--- config.mk ---
export PLATFORM = sky130hd
export DESIGN_NAME = compuertas_logicas_flat
export DESIGN_NICKNAME = d
export VERILOG_FILES = /design/src/rtl/compuertas_logicas_if.sv /design/src/rtl/compuertas_logicas.sv /design/src/flat_wrapper.sv
export SDC_FILE = /design/constraint.sdc
export NUM_CORES = 1
export LEC_CHECK = 0
export BUFFER_PORTS_ARGS = -buffer_cell sky130_fd_sc_hd__buf_2
export CORE_AREA = 4 4 41 43
export DETAILED_ROUTE_END_ITERATION = 10
export DIE_AREA = 0 0 45 47
export GPL_TIMING_DRIVEN = 0
export PLACE_DENSITY = 0.3
export SLEW_MARGIN = 0
export SYNTH_ARGS = -nofsm -noshare
export SYNTH_HDL_FRONTEND = slang
export SYNTH_SLANG_ARGS = --single-unit
--- constraint.sdc ---
create_clock -name clk -period 0.8 [get_ports clk]
set_clock_uncertainty 0.15 [all_clocks]
set_input_delay 0.04 -clock clk [delete_from_list [all_inputs] [get_ports clk]]
set_output_delay 0.04 -clock clk [all_outputs]
set_load 0.02 [all_outputs]
--- src/rtl/compuertas_logicas_if.sv ---
// compuertas_logicas_if: operand, enable, select and result signals of the selectable gate
interface compuertas_logicas_if;
    logic       ent1;
    logic       ent2;
    logic       ent3;
    logic       act;
    logic [2:0] sel;
    logic       sal;
    modport master (output ent1, ent2, ent3, act, sel, input sal);
    modport slave (input ent1, ent2, ent3, act, sel, output sal);
endinterface

--- src/rtl/compuertas_logicas.sv ---
// compuertas_logicas: three-input gate picked by sel, gated by act, registered on sal
module compuertas_logicas (
    input logic                  clk,
    input logic                  rst_n,
    compuertas_logicas_if.slave  bus
);
    logic w_and;
    logic w_or;
    logic w_xor;
    logic w_maj;
    logic w_f;
    logic r_sal;
    always_comb begin
        w_and = bus.ent1 & bus.ent2 & bus.ent3;
        w_or  = bus.ent1 | bus.ent2 | bus.ent3;
        w_xor = bus.ent1 ^ bus.ent2 ^ bus.ent3;
        w_maj = (bus.ent1 & bus.ent2) | (bus.ent1 & bus.ent3) | (bus.ent2 & bus.ent3);
        w_f   = bus.sel == 3'b001 ? w_and  :
                bus.sel == 3'b010 ? w_or   :
                bus.sel == 3'b011 ? ~w_and :
                bus.sel == 3'b100 ? ~w_or  :
                bus.sel == 3'b101 ? w_xor  :
                bus.sel == 3'b110 ? ~w_xor :
                bus.sel == 3'b111 ? w_maj  : 1'b0;
    end
    // act low wins over every function, including the inverting ones
    always_ff @(posedge clk or negedge rst_n) begin
        if (!rst_n) r_sal <= 1'b0;
        else        r_sal <= bus.act & w_f;
    end
    assign bus.sal = r_sal;
endmodule

--- src/flat_wrapper.sv ---
// flat-port wrapper written by rule: the top's interface ports become plain ports
module compuertas_logicas_flat 
  (clk, rst_n, bus_ent1, bus_ent2, bus_ent3, bus_act, bus_sel, bus_sal);
  compuertas_logicas_if bus_i ();
  input logic clk;
  input logic rst_n;
  input wire logic [$bits(bus_i.ent1)-1:0] bus_ent1;
  input wire logic [$bits(bus_i.ent2)-1:0] bus_ent2;
  input wire logic [$bits(bus_i.ent3)-1:0] bus_ent3;
  input wire logic [$bits(bus_i.act)-1:0] bus_act;
  input wire logic [$bits(bus_i.sel)-1:0] bus_sel;
  output wire logic [$bits(bus_i.sal)-1:0] bus_sal;
  assign bus_i.ent1 = bus_ent1;
  assign bus_i.ent2 = bus_ent2;
  assign bus_i.ent3 = bus_ent3;
  assign bus_i.act = bus_act;
  assign bus_i.sel = bus_sel;
  assign bus_sal = bus_i.sal;
  compuertas_logicas u_core (.clk(clk), .rst_n(rst_n), .bus(bus_i));
endmodule
* After elaboration in Yosys (flattened, before gate mapping)
Index checks and enable logic that the tools add are counted.
Operators by class: equal/unequal tests 7, muxes and demuxes 7, bitwise logic cells 14
Operators with widths (count):
- 3-bit == test (second input constant) | 4
- 1-bit 2-to-1 mux | 7
- 3-bit by 2-bit == test with 1-bit output (second input constant) | 2
- 1-bit AND | 5
- 1-bit bitwise OR | 4
- 3-bit by 1-bit == test with 1-bit output (second input constant) | 1
- 1-bit NOT | 3
- 1-bit XOR | 2
Word-level totals: register bits after elaboration 1, input port bits 9, output and inout port bits 1, logic and storage cells 29

* Logic depth before layout (Yosys ltp)
Gate-level depths: netlist (run 1).
depth in word-level cells 11, mapped depth 6, mapped depth without buffers 6

* Worst setup path after synthesis (run 1)
No wires, ideal clock.
path type input -> register, start input bus_ent3, end register u_core.r_sal (netlist: u_core.bus.sal), setup time 0.120 ns, arrival time 0.915 ns, required time 0.530 ns, setup slack -0.385 ns, cell stages on the path 5, path buffers 0, path through fa_1 nand2b_1 o221ai_1 o311ai_1 o211a_1
Between the ends: cells in the longest elaborated chain, start to end 11, elaborated cells between the ends (all ways) 18, classes of those cells 7 x mux; 11 x bitwise
RTL lines:
- start: declaration | line flat_wrapper.sv:9 | input wire logic [$bits(bus_i.ent3)-1:0] bus_ent3;
- 1-bit AND | line compuertas_logicas.sv:17 | w_maj = (bus.ent1 & bus.ent2) | (bus.ent1 & bus.ent3) | (bus.ent2 & bus.ent3);
- 1-bit bitwise OR (2 in series) | line compuertas_logicas.sv:17
- 1-bit 2-to-1 mux | line compuertas_logicas.sv:24 | bus.sel == 3'b111 ? w_maj : 1'b0;
- 1-bit 2-to-1 mux | line compuertas_logicas.sv:23 | bus.sel == 3'b110 ? ~w_xor :
- 1-bit 2-to-1 mux | line compuertas_logicas.sv:22 | bus.sel == 3'b101 ? w_xor :
- 1-bit 2-to-1 mux | line compuertas_logicas.sv:21 | bus.sel == 3'b100 ? ~w_or :
- 1-bit 2-to-1 mux | line compuertas_logicas.sv:20 | bus.sel == 3'b011 ? ~w_and :
- 1-bit 2-to-1 mux | line compuertas_logicas.sv:19 | bus.sel == 3'b010 ? w_or :
- 1-bit 2-to-1 mux * | line compuertas_logicas.sv:18 | w_f = bus.sel == 3'b001 ? w_and :
- 1-bit AND * | line compuertas_logicas.sv:29 | else r_sal <= bus.act & w_f;
- end signal: assignment | line compuertas_logicas.sv:29
- end: declaration | line compuertas_logicas.sv:12 | logic r_sal;
Every way passes the cells marked *; elsewhere a longest branch is shown, timed or not.

* Final worst setup path (run 1)
start input bus_ent2, end register u_core.r_sal (netlist: u_core.bus.sal)
Between the ends: cells in the longest elaborated chain, start to end 11, elaborated cells between the ends (all ways) 20, classes of those cells 7 x mux; 13 x bitwise
RTL lines:
- start: declaration | line flat_wrapper.sv:8 | input wire logic [$bits(bus_i.ent2)-1:0] bus_ent2;
- 1-bit AND | line compuertas_logicas.sv:14, compuertas_logicas.sv:17
- 1-bit bitwise OR (2 in series) | line compuertas_logicas.sv:17
- 1-bit 2-to-1 mux | line compuertas_logicas.sv:24
- 1-bit 2-to-1 mux | line compuertas_logicas.sv:23
- 1-bit 2-to-1 mux | line compuertas_logicas.sv:22
- 1-bit 2-to-1 mux | line compuertas_logicas.sv:21
- 1-bit 2-to-1 mux | line compuertas_logicas.sv:20
- 1-bit 2-to-1 mux | line compuertas_logicas.sv:19
- 1-bit 2-to-1 mux * | line compuertas_logicas.sv:18
- 1-bit AND * | line compuertas_logicas.sv:29
Marks and branches as above.

==> flow_summary.yaml, run 1 <==
detailed_routing:
  avgRoutedWirePerCell_um: 8.52
  postRouteAntennaNets: 0
  wirelength_um: 375
  vias: 169
  dr.pass1.iters: 1
  drc: 0
  drt_iter0_markers: 0
  viasPerCell: 3.84
synth:
  yosys-top-cells-area: "dfrtp_1 17%, ha_1 17%, fa_1 13%, nand2b_1 8.3%, o211a_1 6.7%"
  netlist_area_sq_um: 150
  synthMuxAreaShare_pct: 0
  synth-simple-area-share_pct: 10.8
  synth_seq_cells: 1
  synth_commonest_cells: "2 x ha_1, 2 x inv_1, 2 x nand2b_1"
  netlist.area_leader.share_pct: 16.7
  synth_top_family_by_area: "compound AO/OA/AOI/OAI gates"
  yosys.area.top_type: "dfrtp_1"
  seq_area_frac_synth_pct: 16.7
  synth-edff-count: 0
  synthArstFlopShare_pct: 100
  syn_inst: 16
  synthesis.nets: 28
  synth-compound-area-share_pct: 37.5
  avgSynthCellArea_sq_um: 9.38
  synthAdderAreaFrac_pct: 30.0
  ys.flop_type: "dfrtp_1"
  synth.distinct_cells: 13
  synthXorXnorAreaFrac_pct: 0
  ys_warn_count: 0
cells_and_area:
  largest_reg_flops: 1
  area_growth_pct: 81.7
  fin_cells: 44
  regArea_sq_um: 25.0
  layout.nets: 43
  n_fill_cell: 154
  insertedDiodeCount: 0
  drive_gt1_share_pct: 44.8
  multiInputGateArea_sq_um: 124
global_routing:
  grt_pass1_vias: 141
  track_usage_pct: 3.63
  grt_max_degree: 7
  gr-usage-met1_pct: 5.20
  grt_pass1_wl_um: 614
  grt_most_used_layer: "met2"
  gr-total-overflow: 0
  antenna_found_initial: 0
  grt_util_met3_pct: 0.383
  met2_usage_pct: 6.21
run:
  drv_cap: 0
floorplan:
  die_width_um: 45
  core.rowCount: 13
  start_util_pct: 11.5
  io_pins: 10
  die-area_sq_mm: 0.00212
  fp.coreArea_sq_mm: 0.00130
  fp.dieH_um: 47
pwr:
  comb_power_share_pct: 68.4
  p_per_area_mw_per_mm2: 662
  clkPwrFrac_pct: 0
  p_leak_nw: 0.133
  p_total_uw: 180
  swShare_pct: 30.2
  switchingPower_uw: 54.5
  p_int_uw: 126
  seqPwrFrac_pct: 31.6
  ir_drop_v: 0.000135
setup_path:
  critPathTopFamily: "adder cells"
  path_class: "in -> reg"
  critPathArrivalTime_ps: 1090
  crit_fanout: 3
  max_stage_delay_ps: 560
  path_buf_inv: 1
  end_kind: "register"
  slowest_stage: "fa_1"
  cp-start-kind: "input pin"
  cp_data_required_time_ps: 530
  cp_cell_sequence: "buf_8 > fa_1 > nand2b_1 > o221ai_2 > o311ai_1 > o211a_1"
timing:
  grt_setup_unrepaired: "yes"
  clock.fmax_mhz: 732
  hold_ws_ps: 194
  slew_violations: 0
  finalHoldViolCount: 0
  fin_crit_sh_pct: 171
  fin_tns_setup_ps: -567
  setup_ws_ps: -567
  finalSetupViolations: 1
  maxSlewHeadroom_pct: 83.5
  tightest_slew_ps: 244
  fin_crit_ps: 1370
placement:
  port_buffers: 9
  place_ws_ps: -585
  place_inst: 40
  routabilityCongestion: 0.597
outcome:
  status: "complete, but fails checks"
  violations: "setup timing"
clock_tree:
  clk_pin_slew_ps: 0
hold_path:
  hold_class: "in -> reg"
## per-layer routing
layer  wire length [um]  vias to the layer above
li1                   -                       87
met1                183                       75
met2                161                        7
met3                 30                        0
met4                  0                        0
met5                  0                        -
## power groups by stage
stage | logic [mW] | clock network (mW) | registers (mW)
floorplan | 0.0396 | 0 | 0.0643
global placement | 0.0918 | 0 | 0.0575
global route | 0.138 | 0 | 0.0580
finish | 0.123 | 0 | 0.0571
detailed placement | 0.0910 | 0 | 0.0572
CTS | 0.113 | 0 | 0.0572
## stage by stage
step                      util, %  instance area, sq um
final                        21.0                   273
after global placement       16.4                   214
after global routing         21.0                   273
after floorplan                 -                   150
after CTS                    19.2                   250
after detailed placement     16.4                   214
## what timing repair did
| action | in CTS | in global routing |
|---|---|---|
| resized for setup | 5 | 2 |
| cloned | 0 | 0 |
| setup buffers | 1 | 2 |
| pin swaps | 3 | 3 |
| hold buffers | 1 | 0 |
| hold endpoints to repair | 1 | 0 |
| setup endpoints to repair | 1 | 1 |
## cell usage in the layout (no fill, tap or decap)
cell type	netlist	routed
nand2b_1	2	2
o311ai_1	1	1
fa_1	1	1
inv_1	2	2
buf_8	0	2
a21oi_1	1	1
o221ai_2	0	1
o211a_1	1	1
buf_2	0	7
a211oi_1	1	1
a41oi_1	1	1
a21boi_0	1	1
dlygate4sd3_1	0	1
dfrtp_1	1	1
buf_4	0	3
nand2_1	1	1
ha_1	2	2
## cell families (layout without fill, tap and decap cells)
family                     count (synthesis)  in the layout
AOI/OAI and AO/OA                          7              7
adders and majority gates                  3              3
and+or+nand+nor                            3              3
buffers and inverters                      2             15
DFF                                        1              1
## cell type report
cell class                 instances  area share, %
multi-input combinational         13           45.4
tap                               15           6.88
inverter                           2           2.75
sequential                         1           9.17
timing repair buffer              13           35.8
## final timing paths
path / slack [ps] / cells past startpoint / endpoint / from
min: 190 / 2 / u_core.bus.sal / bus_sel[2]
max in group asynchronous: 220 / 2 / u_core.bus.sal / rst_n
max: -570 / 6 / u_core.bus.sal / bus_ent2
min in group asynchronous: 200 / 2 / u_core.bus.sal / rst_n
No activity file was read; power rests on OpenSTA's default activity.
==> run 2: changes to the inputs <==
--- a/config.mk
+++ b/config.mk
@@ -6,10 +6,9 @@
 export NUM_CORES = 1
 export LEC_CHECK = 0
 export BUFFER_PORTS_ARGS = -buffer_cell sky130_fd_sc_hd__buf_2
-export CORE_AREA = 4 4 41 43
+export CORE_AREA = 2 2 39 41
 export DETAILED_ROUTE_END_ITERATION = 10
-export DIE_AREA = 0 0 45 47
-export GPL_TIMING_DRIVEN = 0
+export DIE_AREA = 0 0 41 43
 export PLACE_DENSITY = 0.3
 export SLEW_MARGIN = 0
 export SYNTH_ARGS = -nofsm -noshare
==> flow_summary.yaml, run 2 (synthesized netlist as in run 1, its figures left out) <==
setup_path:
  crit_fanout: 2
  cp-start-kind: "input pin"
  critPathLaunch: "bus_ent3"
  end_kind: "register"
  cp_data_required_time_ps: 530
  critPathArrivalTime_ps: 1080
  path_class: "in -> reg"
global_routing:
  antenna_found_initial: 0
  grt_max_degree: 7
  track_usage_pct: 4.31
  gr-total-overflow: 0
  grt_pass1_vias: 148
  grt_pass1_wl_um: 565
floorplan:
  fp.dieH_um: 43
  fp.coreArea_sq_mm: 0.00138
  die_width_um: 41
  die-area_sq_mm: 0.00176
  io_pins: 10
  start_util_pct: 10.8
  core.rowCount: 14
detailed_routing:
  vias: 175
  drc: 0
  postRouteAntennaNets: 0
  drt_iter0_markers: 0
  avgRoutedWirePerCell_um: 8.27
  dr.pass1.iters: 1
  viasPerCell: 3.89
  wirelength_um: 372
pwr:
  p_leak_nw: 0.129
  ir_drop_v: 0.000156
  p_per_area_mw_per_mm2: 659
  p_total_uw: 171
placement:
  routabilityCongestion: 0.611
  port_buffers: 9
  place_ws_ps: -575
  place_inst: 44
  place_hpwl_um: 337
timing:
  finalSetupViolations: 1
  grt_setup_unrepaired: "yes"
  fin_crit_ps: 1350
  fin_crit_sh_pct: 168
  slew_violations: 0
  finalHoldViolCount: 0
  tightest_slew_ps: 231
  clock.fmax_mhz: 742
  setup_ws_ps: -548
  maxSlewHeadroom_pct: 84.4
cells_and_area:
  drive_gt1_share_pct: 41.4
  area_growth_pct: 73.3
  layout_commonest_cell: "buf_2"
  insertedDiodeCount: 0
  final_cell_mix: "7 x buf_2, 3 x buf_4"
  largest_reg_flops: 1
  fin_cells: 45
  layout.nets: 43
run:
  drv_cap: 0
clock_tree:
  clk_pin_slew_ps: 0
  cts_setup_buffers: 0
outcome:
  status: "complete, but fails checks"
  violations: "setup timing"
hold_path:
  hold_class: "in -> async"
-- run 2: cell counts in the layout (fill, tap and decap cells not counted) --
Identical to the previous run, type by type.
-- run 2: cell type report --
class,count,area (sq um)
well taps,16,20.0
multi-input cells,13,118
repair buffers,13,90.1
flip-flops and latches,1,25.0
inverters,2,7.51
fillers,158,1120
-- run 2: routing by layer --
layer | vias up | global-route usage, % | routed length [um]
met5 | - | 0 | 0
met4 | 0 | 0 | 0
met3 | 0 | 0 | 50
met2 | 9 | 6.88 | 146
met1 | 78 | 6.71 | 176
li1 | 88 | - | -
-- run 2: worst paths after layout --
check / end / slack (ps) / cells after the start
max: u_core.bus.sal / -550 / 5
min: u_core.bus.sal / 200 / 2
max in group asynchronous: u_core.bus.sal / 210 / 2
min in group clk: u_core.bus.sal / 260 / 3
-- run 2: report_power, final --
group	total, mW	internal [mW]	switching, mW	leakage [nW]
logic	0.114	0.0630	0.0512	0.116
clock network	0	0	0	0
registers	0.0573	0.0564	0.000881	0.0127
-- run 2: worst max-delay path, cell delays in order --
cell,delay [ps]
buf_6,100
fa_1,490
o221ai_1,200
o311ai_1,130
o211a_1,120
-- run 2: what timing repair did --
action,CTS,global route
endpoints found under the setup margin,1,1
pin swaps,0,1
hold buffers,1,0
hold endpoints to repair,1,0
resized for setup,3,0
-- run 2: through the flow --
step / util [%] / TNS (ps) / hold slack, ps / cell area (sq um)
3_3_place_gp: 17.2 / -555 / -335 / 238
2_1_floorplan: - / -382 / -406 / 150
5_1_grt: 18.8 / -616 / 212 / 260
4_1_cts: 18.8 / -560 / 210 / 260
6_report: 18.8 / -548 / 201 / 260
3_5_place_dp: 17.2 / -575 / -334 / 238
==> run 3: changes to the inputs <==
--- a/config.mk
+++ b/config.mk
@@ -9,7 +9,7 @@
 export CORE_AREA = 2 2 39 41
 export DETAILED_ROUTE_END_ITERATION = 10
 export DIE_AREA = 0 0 41 43
-export PLACE_DENSITY = 0.3
+export GPL_TIMING_DRIVEN = 0
 export SLEW_MARGIN = 0
 export SYNTH_ARGS = -nofsm -noshare
 export SYNTH_HDL_FRONTEND = slang
==> constraint.sdc (replaced) <==
create_clock -name clk -period 1.28 [get_ports clk]
set_clock_uncertainty 0.15 [all_clocks]
set_input_delay 0.064 -clock clk [delete_from_list [all_inputs] [get_ports clk]]
set_output_delay 0.064 -clock clk [all_outputs]
set_load 0.02 [all_outputs]
==> flow_summary.yaml, run 3 (synthesized netlist as in run 1, its figures left out) <==
floorplan:
  die-area_sq_mm: 0.00176
  io_pins: 10
  core.rowCount: 14
  fp.dieH_um: 43
  start_util_pct: 10.8
  die_width_um: 41
  fp.coreArea_sq_mm: 0.00138
setup_path:
  cp_cell_sequence: "buf_8 > fa_1 > nand2b_1 > o221ai_2 > o311ai_2 > o211a_1"
  critPathArrivalTime_ps: 1110
  path_buf_inv: 1
  slowest_stage: "fa_1"
  max_stage_delay_ps: 570
  path_class: "in -> reg"
  cp-start-kind: "input pin"
  end_kind: "register"
  crit_fanout: 2
  cp_data_required_time_ps: 1010
  critPathTopFamily: "adder cells"
placement:
  dpl_cell_area_sq_um: 215
  place_hpwl_um: 308
  routabilityCongestion: 0.592
  port_buffers: 9
  place_inst: 41
detailed_routing:
  vias: 166
  avgRoutedWirePerCell_um: 8.00
  wirelength_um: 352
  dr.pass1.iters: 1
  postRouteAntennaNets: 0
  drt_iter0_markers: 0
  drc: 0
  viasPerCell: 3.77
outcome:
  status: "complete, but fails checks"
  violations: "setup timing"
cells_and_area:
  fin_cells: 44
  drive_gt1_share_pct: 46.4
  layout_commonest_cell: "buf_2"
  multiInputGateArea_sq_um: 131
  n_fill_cell: 153
  finish.utilization_pct: 19.8
  area_growth_pct: 82.5
  insertedDiodeCount: 0
  final_area_sq_um: 274
  layout.nets: 42
  largest_reg_flops: 1
  regArea_sq_um: 25.0
timing:
  fin_tns_setup_ps: -100
  setup_ws_ps: -100
  fin_crit_ps: 1380
  finalSetupViolations: 1
  finalHoldViolCount: 0
  slew_violations: 0
  maxSlewHeadroom_pct: 86.0
  fin_crit_sh_pct: 108
  grt_setup_unrepaired: "yes"
  tightest_slew_ps: 210
  clock.fmax_mhz: 724
global_routing:
  grt_pass1_wl_um: 503
  gr-total-overflow: 0
  grt_pass1_vias: 156
  track_usage_pct: 3.70
  antenna_found_initial: 0
  grt_max_degree: 7
run:
  drv_cap: 0
pwr:
  p_leak_nw: 0.128
  p_total_uw: 114
  p_per_area_mw_per_mm2: 415
  ir_drop_v: 0.0000806
clock_tree:
  clk_pin_slew_ps: 0
hold_path:
  hold_class: "in -> reg"
[run 3: final cells by class]
class	count	share of cell area, %
inverter	2	2.74
timing repair buffer	12	32.9
multi-input combinational	13	47.9
tap	16	7.31
sequential	1	9.13
[run 3: stage by stage]
stage	setup WS (ps)	hold slack, ps
floorplan	70.9	-382
global placement	-114	-312
detailed placement	-132	-310
CTS	-120	206
global route	-155	235
finish	-100	211
[run 3: timing repair]
| item | in CTS | in global routing |
|---|---|---|
| setup buffers | 1 | 1 |
| hold endpoints to repair | 1 | 0 |
| resized for setup | 4 | 4 |
| endpoints found under the setup margin | 1 | 1 |
| pin swaps | 3 | 3 |
| hold buffers | 1 | 0 |
[run 3: worst paths after layout]
kind	slack [ps]	to	cells past startpoint	startpoint
min in group asynchronous	220	u_core.bus.sal	2	rst_n
max in group asynchronous	670	u_core.bus.sal	2	rst_n
max	-100	u_core.bus.sal	6	bus_ent2
min	210	u_core.bus.sal	2	bus_sel[2]
[run 3: per-layer routing]
metal  GRT usage [%]  routed length, um  up-vias
met3               0                 33        0
met2            7.50                164        7
met4               0                  0        0
met1            4.13                154       74
met5               0                  0        -
li1                -                  -       85
[run 3: report_power, final]
| part | leakage, nW | internal, mW | total [mW] | switching, mW |
|---|---|---|---|---|
| sequential | 0.0127 | 0.0353 | 0.0359 | 0.000656 |
| combinational | 0.116 | 0.0435 | 0.0778 | 0.0343 |
| clock | 0 | 0 | 0 | 0 |
